`src/rtl/pid_controller_v2.sv`:
```
// Multicycle fixed-point PID controller: one sample per 5 cycles, 4-cycle latency.
// Define PID_DERIVATIVE_EN to include the derivative term and its e_prev history.
//
// state | meaning
// IDLE  | waiting for a sample; in_ready high when enabled
// ERR   | error e = setpoint - in_data
// MUL   | P, integrator increment and D products
// SUM   | clamped integrator candidate and full-width sum
// OUT   | saturate, publish result, commit integrator / e_prev
module pid_controller_v2 #(
    parameter int inputBitSize    = 27,
    parameter int inputFracSize   = 25,
    parameter int outputBitSize   = 16,
    parameter int outputFracSize  = 15,
    parameter int coeffBitSize    = 27,
    parameter int coeffFracSize   = 26,
    parameter int productFracSize = 27
) (
    input  logic                            clk,
    input  logic                            reset,
    input  logic                            clear_pid,
    input  logic                            enable_pid,
    input  logic                            hold_integral,
    input  logic signed [inputBitSize-1:0]  setpoint,
    input  logic signed [inputBitSize-1:0]  in_data,
    input  logic                            in_valid,
    output logic                            in_ready,
    input  logic signed [coeffBitSize-1:0]  kp,
    input  logic signed [coeffBitSize-1:0]  ki,
    input  logic signed [coeffBitSize-1:0]  kd,
    output logic signed [outputBitSize-1:0] pid_output,
    output logic                            out_valid,
    output logic                            out_saturated
);
    localparam int EW    = inputBitSize + 1;
    localparam int SHIFT = coeffFracSize + inputFracSize - productFracSize;
    localparam int MW    = coeffBitSize + EW;
    localparam int PW    = MW - SHIFT;
    localparam int OSH   = productFracSize - outputFracSize;
    localparam int IW    = outputBitSize + OSH;
    localparam int SW    = (outputBitSize - outputFracSize) + (PW - productFracSize) + 3 + productFracSize;
    localparam int SHW   = SW - OSH;

    localparam logic signed [IW-1:0] I_MAX = {1'b0, {(outputBitSize-1){1'b1}}, {OSH{1'b0}}};
    localparam logic signed [IW-1:0] I_MIN = {1'b1, {(IW-1){1'b0}}};
    localparam logic signed [outputBitSize-1:0] O_MAX = {1'b0, {(outputBitSize-1){1'b1}}};
    localparam logic signed [outputBitSize-1:0] O_MIN = {1'b1, {(outputBitSize-1){1'b0}}};

    typedef enum logic [2:0] {S_IDLE, S_ERR, S_MUL, S_SUM, S_OUT} state_t;

    state_t                           state_q, state_d;
    logic signed [inputBitSize-1:0]   sp_q, sp_d, din_q, din_d;
    logic signed [coeffBitSize-1:0]   kp_q, kp_d, ki_q, ki_d;
    logic signed [EW-1:0]             e_q, e_d;
    logic signed [PW-1:0]             p_q, p_d, iinc_q, iinc_d;
    logic signed [PW:0]               d_q, d_d;
    logic signed [IW-1:0]             icand_q, icand_d, integ_q, integ_d;
    logic signed [SW-1:0]             sum_q, sum_d;
    logic signed [outputBitSize-1:0]  pid_output_q, pid_output_d;
    logic                             out_valid_q, out_valid_d, out_sat_q, out_sat_d;

    logic signed [MW-1:0]             p_full, i_full;
    logic signed [PW:0]               icand_w;
    logic signed [SHW-1:0]            sum_sh;
    logic                             sat_hi, sat_lo, iinc_pos, iinc_neg, accept;
    logic                             unused_bits;

    assign p_full = $signed({{(MW-coeffBitSize){kp_q[coeffBitSize-1]}}, kp_q})
                  * $signed({{(MW-EW){e_q[EW-1]}}, e_q});
    assign i_full = $signed({{(MW-coeffBitSize){ki_q[coeffBitSize-1]}}, ki_q})
                  * $signed({{(MW-EW){e_q[EW-1]}}, e_q});
    assign icand_w = $signed({{(PW+1-IW){integ_q[IW-1]}}, integ_q}) + $signed({iinc_q[PW-1], iinc_q});
    assign sum_sh   = sum_q[SW-1:OSH];
    assign sat_hi   = sum_sh > $signed({{(SHW-outputBitSize){1'b0}}, O_MAX});
    assign sat_lo   = sum_sh < $signed({{(SHW-outputBitSize){1'b1}}, O_MIN});
    assign iinc_pos = !iinc_q[PW-1] && (iinc_q != '0);
    assign iinc_neg = iinc_q[PW-1];
    assign in_ready = (state_q == S_IDLE) && enable_pid && !reset;
    assign accept   = in_valid && in_ready;

`ifdef PID_DERIVATIVE_EN
    localparam int DMW = MW + 1;
    logic signed [coeffBitSize-1:0] kd_q, kd_d;
    logic signed [EW-1:0]           e_prev_q, e_prev_d;
    logic                           first_q, first_d;
    logic signed [EW:0]             de;
    logic signed [DMW-1:0]          d_full;

    // First sample after reset/clear uses its own error as history: no derivative kick.
    assign de     = {e_q[EW-1], e_q} - (first_q ? {e_q[EW-1], e_q} : {e_prev_q[EW-1], e_prev_q});
    assign d_full = $signed({{(DMW-coeffBitSize){kd_q[coeffBitSize-1]}}, kd_q})
                  * $signed({{(DMW-EW-1){de[EW]}}, de});
    assign unused_bits = ^{p_full[SHIFT-1:0], i_full[SHIFT-1:0], d_full[SHIFT-1:0], sum_q[OSH-1:0]};
`else
    assign unused_bits = ^{p_full[SHIFT-1:0], i_full[SHIFT-1:0], sum_q[OSH-1:0], kd};
`endif

    always_comb begin
        state_d      = state_q;
        sp_d         = sp_q;
        din_d        = din_q;
        kp_d         = kp_q;
        ki_d         = ki_q;
        e_d          = e_q;
        p_d          = p_q;
        iinc_d       = iinc_q;
        d_d          = d_q;
        icand_d      = icand_q;
        sum_d        = sum_q;
        integ_d      = integ_q;
        pid_output_d = pid_output_q;
        out_valid_d  = 1'b0;
        out_sat_d    = out_sat_q;
`ifdef PID_DERIVATIVE_EN
        kd_d         = kd_q;
        e_prev_d     = e_prev_q;
        first_d      = first_q;
`endif
        if (state_q != S_IDLE && !enable_pid) begin
            state_d = S_IDLE;
        end else begin
            case (state_q)
                S_IDLE: if (accept) begin
                    sp_d    = setpoint;
                    din_d   = in_data;
                    kp_d    = kp;
                    ki_d    = ki;
`ifdef PID_DERIVATIVE_EN
                    kd_d    = kd;
`endif
                    state_d = S_ERR;
                end
                S_ERR: begin
                    e_d     = {sp_q[inputBitSize-1], sp_q} - {din_q[inputBitSize-1], din_q};
                    state_d = S_MUL;
                end
                S_MUL: begin
                    p_d     = p_full[SHIFT +: PW];
                    iinc_d  = i_full[SHIFT +: PW];
`ifdef PID_DERIVATIVE_EN
                    d_d     = d_full[SHIFT +: PW+1];
`else
                    d_d     = '0;
`endif
                    state_d = S_SUM;
                end
                S_SUM: begin
                    if (icand_w > $signed({{(PW+1-IW){1'b0}}, I_MAX}))      icand_d = I_MAX;
                    else if (icand_w < $signed({{(PW+1-IW){1'b1}}, I_MIN})) icand_d = I_MIN;
                    else                                                   icand_d = icand_w[IW-1:0];
                    sum_d   = $signed({{(SW-PW){p_q[PW-1]}}, p_q})
                            + $signed({{(SW-IW){icand_d[IW-1]}}, icand_d})
                            + $signed({{(SW-PW-1){d_q[PW]}}, d_q});
                    state_d = S_OUT;
                end
                S_OUT: begin
                    pid_output_d = sat_hi ? O_MAX : (sat_lo ? O_MIN : sum_sh[outputBitSize-1:0]);
                    out_valid_d  = 1'b1;
                    out_sat_d    = sat_hi || sat_lo;
                    // Conditional anti-windup: stop integrating further into the rail.
                    if (!(hold_integral || (sat_hi && iinc_pos) || (sat_lo && iinc_neg)))
                        integ_d = icand_q;
`ifdef PID_DERIVATIVE_EN
                    e_prev_d     = e_q;
                    first_d      = 1'b0;
`endif
                    state_d      = S_IDLE;
                end
                default: state_d = S_IDLE;
            endcase
        end
    end

    always_ff @(posedge clk) begin
        if (reset || clear_pid) begin
            state_q      <= S_IDLE;
            sp_q         <= '0;
            din_q        <= '0;
            kp_q         <= '0;
            ki_q         <= '0;
            e_q          <= '0;
            p_q          <= '0;
            iinc_q       <= '0;
            d_q          <= '0;
            icand_q      <= '0;
            sum_q        <= '0;
            integ_q      <= '0;
            pid_output_q <= '0;
            out_valid_q  <= 1'b0;
            out_sat_q    <= 1'b0;
`ifdef PID_DERIVATIVE_EN
            kd_q         <= '0;
            e_prev_q     <= '0;
            first_q      <= 1'b1;
`endif
        end else begin
            state_q      <= state_d;
            sp_q         <= sp_d;
            din_q        <= din_d;
            kp_q         <= kp_d;
            ki_q         <= ki_d;
            e_q          <= e_d;
            p_q          <= p_d;
            iinc_q       <= iinc_d;
            d_q          <= d_d;
            icand_q      <= icand_d;
            sum_q        <= sum_d;
            integ_q      <= integ_d;
            pid_output_q <= pid_output_d;
            out_valid_q  <= out_valid_d;
            out_sat_q    <= out_sat_d;
`ifdef PID_DERIVATIVE_EN
            kd_q         <= kd_d;
            e_prev_q     <= e_prev_d;
            first_q      <= first_d;
`endif
        end
    end

    assign pid_output    = pid_output_q;
    assign out_valid     = out_valid_q;
    assign out_saturated = out_sat_q;
endmodule

```
`config.mk`:
```
export PLATFORM = sky130hd
export DESIGN_NAME = pid_controller_v2
export DESIGN_NICKNAME = d
export VERILOG_FILES = /design/src/rtl/pid_controller_v2.sv
export SDC_FILE = /design/constraint.sdc
export NUM_CORES = 2
export LEC_CHECK = 0
export ABC_AREA = 1
export BUFFER_PORTS_ARGS = -buffer_cell sky130_fd_sc_hd__buf_2
export CAP_MARGIN = 25
export CORE_MARGIN = 3
export CORE_UTILIZATION = 57
export DETAILED_ROUTE_END_ITERATION = 12
export PLACE_DENSITY = 0.85
export SETUP_SLACK_MARGIN = 0.02
export SYNTH_ARGS = -nofsm -noshare
export SYNTH_HDL_FRONTEND = slang
export SYNTH_SLANG_ARGS = --single-unit
```
`constraint.sdc`:
```
create_clock -name clk -period 20.8 [get_ports clk]
set_clock_uncertainty 0.05 [all_clocks]
set_input_delay 3.12 -clock clk [delete_from_list [all_inputs] [get_ports clk]]
set_output_delay 3.12 -clock clk [all_outputs]
set_load 0.05 [all_outputs]
```
==> impl_results.rst <==
.. list-table::
   :header-rows: 1

   * - Metric
     - Value
   * - Outcome
     - completed
   * - Post-synthesis net count
     - 11260
   * - Overall routing resource usage
     - 33.44%
   * - Synth Register Bits
     - 295
   * - Antenna violations before repair
     - 7
   * - Final core utilization
     - 60.38%
   * - Drt first pass iters
     - 10
   * - Total Negative Setup Slacks
     - 0 ns
   * - Synth-to-Final Area Change
     - 4.433%
   * - Starting DRT DRC Count
     - 6106
   * - Wire length of the first global-routing pass
     - 336.4 mm
   * - Buffer cell driving the clock tree root
     - sky130_fd_sc_hd__clkbuf_16
   * - Total core area
     - 0.1227 mm^2
   * - Vias in the first global route
     - 63670
   * - Power density cells
     - 19.08 mW/mm^2
   * - Number of flops mapped to enable cells by yosys
     - 0
   * - Element type at the critical path start
     - register
   * - Die width
     - 358.8 um
   * - Number of buffer cells added on primary ports
     - 132
   * - Total number of nets in the final design
     - 11090
   * - Cell depth of the worst flop-to-flop path
     - 27
   * - Final Cycle Share
     - 41.74%
   * - Clock sinks
     - 295
   * - Worst slew margin relative to its limit
     - 25.50%
   * - Arrival time worst endpoint
     - 9.13 ns
   * - Req. time, crit path
     - 21.24 ns
   * - Number of nets still failing antenna checks after routing
     - 0
   * - Leading post-synthesis cells by cell area
     - sky130_fd_sc_hd__fa_1 44%, sky130_fd_sc_hd__inv_1 14%, sky130_fd_sc_hd__nand2_1 11%, sky130_fd_sc_hd__dfxtp_1 8.3%, sky130_fd_sc_hd__ha_1 7.0%
   * - Site Rows
     - 128
   * - Min Hold Slack
     - 0.4126 ns
   * - Hold_buf cts
     - 0
   * - Vertical extent of the die
     - 358.8 um
   * - Clock latency on the worst-skew pair
     - 0.60 ns
   * - Area of placed instances
     - 0.07273 mm^2
   * - Post-route standard cell area excluding fillers
     - 0.07407 mm^2
   * - GRT overflow
     - 0
   * - Hold-critical path depth
     - 2
   * - Worst Tran Pin Value
     - 1.118 ns
   * - Number of distinct library cells after synthesis
     - 55
   * - Drt total wl
     - 208.2 mm
   * - Syn Std Cell Area
     - 0.07093 mm^2
   * - Ratio of routed vias to standard cells
     - 5.588
   * - Initial core utilization
     - 57.82%
   * - WL/cell
     - 19.57 um
   * - Worst Path Class, Setup
     - register to register
   * - Syn. warnings
     - 0
   * - Largest net degree at the start of global routing
     - 104
   * - Number of post-CTS setup repair buffers
     - 0
   * - Maximum ir drop on the vdd rail
     - 0.06501 mV
   * - Total clock buffers created by CTS
     - 37
   * - Worst setup EP type
     - register
   * - Count of endpoints failing hold in the final timing report
     - 0
   * - Most frequently used cell type in the post-synthesis netlist
     - sky130_fd_sc_hd__inv_1
   * - Post-synth top area cell
     - sky130_fd_sc_hd__fa_1
   * - Total die area
     - 0.1287 mm^2
   * - Level count of the clock H-tree
     - 2
   * - Total setup violations reported at the end of the flow
     - 0
   * - Post-Synthesis Cells
     - 9152
   * - Last weighted congestion value of the routability-driven placer
     - 1.007
   * - Layout cell share with drive strength beyond 1
     - 4.295%
   * - Fraction of synthesized cell area taken by the top area cell type
     - 44.37%
   * - Leak pwr
     - 0.04249 uW
   * - Worst hold-check path type
     - register to register
   * - Per-instance average area after synthesis
     - 7.750 um^2
   * - RSZ-0062 raised after global routing
     - false
   * - Max cap viols
     - 0
   * - DR DRC count
     - 0
   * - Post-synth ARST share
     - 0%
   * - CTS tree
     - built
   * - Share of synthesized area occupied by flip-flops and latches
     - 8.326%
   * - FMAX
     - 0.1152 GHz
   * - Clock input transition at the sequential cells of the worst setup and hold paths
     - 0.06 ns
   * - I/O pin count
     - 160
   * - Cell types with the highest counts after synthesis
     - 2692 x sky130_fd_sc_hd__inv_1, 2085 x sky130_fd_sc_hd__nand2_1, 1572 x sky130_fd_sc_hd__fa_1
   * - Placed wire-length estimate after detailed placement
     - 160.2 mm
   * - Prevailing post-synth register cell
     - sky130_fd_sc_hd__dfxtp_1
   * - Number of slew-limit violations in the final report
     - 0
   * - Post-cts sizing count
     - 0
   * - Final critical delay including setup and external delays
     - 8.683 ns
   * - Routed vias
     - 59450
   * - Buffer levels on the longest clock path
     - 3
   * - Peak fanout along the critical path
     - 33
## registers in the layout, indices dropped and copies added (netlist names), 28 cells and up
name	cells
iinc_q	31
p_q	31
e_q	28
icand_q	28
integ_q	28
## critical path: stages (launching register included)
cell and delay, ns:
sky130_fd_sc_hd__dfxtp_2 0.79, sky130_fd_sc_hd__buf_4 0.64, sky130_fd_sc_hd__nand2_1 0.16, sky130_fd_sc_hd__fa_1 0.53, sky130_fd_sc_hd__inv_1 0.05, sky130_fd_sc_hd__fa_1 0.42
sky130_fd_sc_hd__fa_1 0.54, sky130_fd_sc_hd__inv_1 0.05, sky130_fd_sc_hd__fa_1 0.47, sky130_fd_sc_hd__fa_1 0.52, sky130_fd_sc_hd__inv_1 0.06, sky130_fd_sc_hd__fa_1 0.53
sky130_fd_sc_hd__inv_1 0.05, sky130_fd_sc_hd__fa_1 0.47, sky130_fd_sc_hd__inv_1 0.04, sky130_fd_sc_hd__ha_1 0.41, sky130_fd_sc_hd__a21oi_1 0.18, sky130_fd_sc_hd__inv_1 0.10
sky130_fd_sc_hd__a31oi_1 0.17, sky130_fd_sc_hd__o221ai_1 0.13, sky130_fd_sc_hd__a21oi_1 0.65, sky130_fd_sc_hd__o21ai_0 0.35, sky130_fd_sc_hd__nand3_1 0.14, sky130_fd_sc_hd__o311ai_0 0.29
sky130_fd_sc_hd__a31oi_1 0.38, sky130_fd_sc_hd__xnor2_1 0.17, sky130_fd_sc_hd__o21ai_0 0.17, sky130_fd_sc_hd__inv_1 0.05
## final timing paths
kind / from / to / slack (ns)
hold reg to reg: e_q[27] / e_q[27] / 0.41
setup reg to reg: e_q[24] / iinc_q[23] / 12.12
setup / recovery: e_q[24] / iinc_q[23] / 12.12
hold / removal: e_q[27] / e_q[27] / 0.41
## area by class of cell
| type | instances | area (um^2) |
|---|---|---|
| multi-input combinational | 5713 | 53240 |
| tap | 1625 | 2033 |
| sequential | 295 | 5961 |
| timing repair buffer | 221 | 1395 |
| inverter | 2714 | 10190 |
| clock buffer | 52 | 1084 |
| antenna | 4 | 10.01 |
| fill | 10390 | 48610 |
| clock inverter | 15 | 158.9 |
## stage by stage
stage / instances / setup slack [ns] / total power, uW
floorplan: 9152 / 13.40 / 676.3
global placement: 10560 / 12.28 / 735.9
detailed placement: 10560 / 12.36 / 740.1
CTS: 10630 / 12.41 / 1409
global route: 10640 / 11.99 / 1448
finish: 10640 / 12.12 / 1413
## cells by family (layout without fill, tap and decap cells)
group,count (synthesis),count (layout),synth area share [%]
simple gates,2749,2749,15.35
fa+ha+maj,1970,1970,51.39
flops,295,295,8.326
other cells,0,4,0
buf+inv,3144,3002,16.66
compound gates,887,887,6.936
xor+xnor,107,107,1.332
## layer usage
layer  vias to the layer above  track usage (%)  routed length [um]
li1                      25850                -                   -
met1                     28970            42.13               74550
met2                      3675            54.00               95050
met3                       959            9.050               26600
met4                         2            15.20               12010
met5                         -                0                  16
## where the power goes
| part | internal (uW) | switching, uW |
|---|---|---|
| combinational | 47.6 | 113 |
| sequential | 569 | 8.35 |
| clock | 382 | 294 |
## layout by cell type, fill, tap and decap left out, types with 6 or more instances in the layout
cell type / count
sky130_fd_sc_hd__nand3b_1: 8
sky130_fd_sc_hd__fa_1: 1572
sky130_fd_sc_hd__nor4_1: 14
sky130_fd_sc_hd__nand2_1: 2084
sky130_fd_sc_hd__o221ai_1: 16
sky130_fd_sc_hd__buf_2: 131
sky130_fd_sc_hd__o21ai_1: 6
sky130_fd_sc_hd__a21oi_1: 382
sky130_fd_sc_hd__o21bai_1: 64
sky130_fd_sc_hd__o211ai_1: 14
sky130_fd_sc_hd__nor2_1: 353
sky130_fd_sc_hd__nor2_2: 8
sky130_fd_sc_hd__inv_1: 2692
sky130_fd_sc_hd__clkbuf_8: 8
sky130_fd_sc_hd__xnor2_1: 38
sky130_fd_sc_hd__nand2_2: 16
sky130_fd_sc_hd__inv_2: 20
sky130_fd_sc_hd__clkbuf_1: 6
sky130_fd_sc_hd__nor3_2: 6
sky130_fd_sc_hd__nor3_1: 30
sky130_fd_sc_hd__a31oi_1: 28
sky130_fd_sc_hd__xor2_1: 68
sky130_fd_sc_hd__nand3_1: 179
sky130_fd_sc_hd__buf_4: 85
sky130_fd_sc_hd__ha_1: 398
sky130_fd_sc_hd__o21ai_0: 313
sky130_fd_sc_hd__nand4_1: 32
sky130_fd_sc_hd__dfxtp_2: 32
sky130_fd_sc_hd__nor2_4: 6
sky130_fd_sc_hd__dfxtp_1: 259
sky130_fd_sc_hd__clkbuf_16: 38
sky130_fd_sc_hd__a211oi_1: 8
sky130_fd_sc_hd__o21a_1: 31
Power figures use the tool's default switching activity.
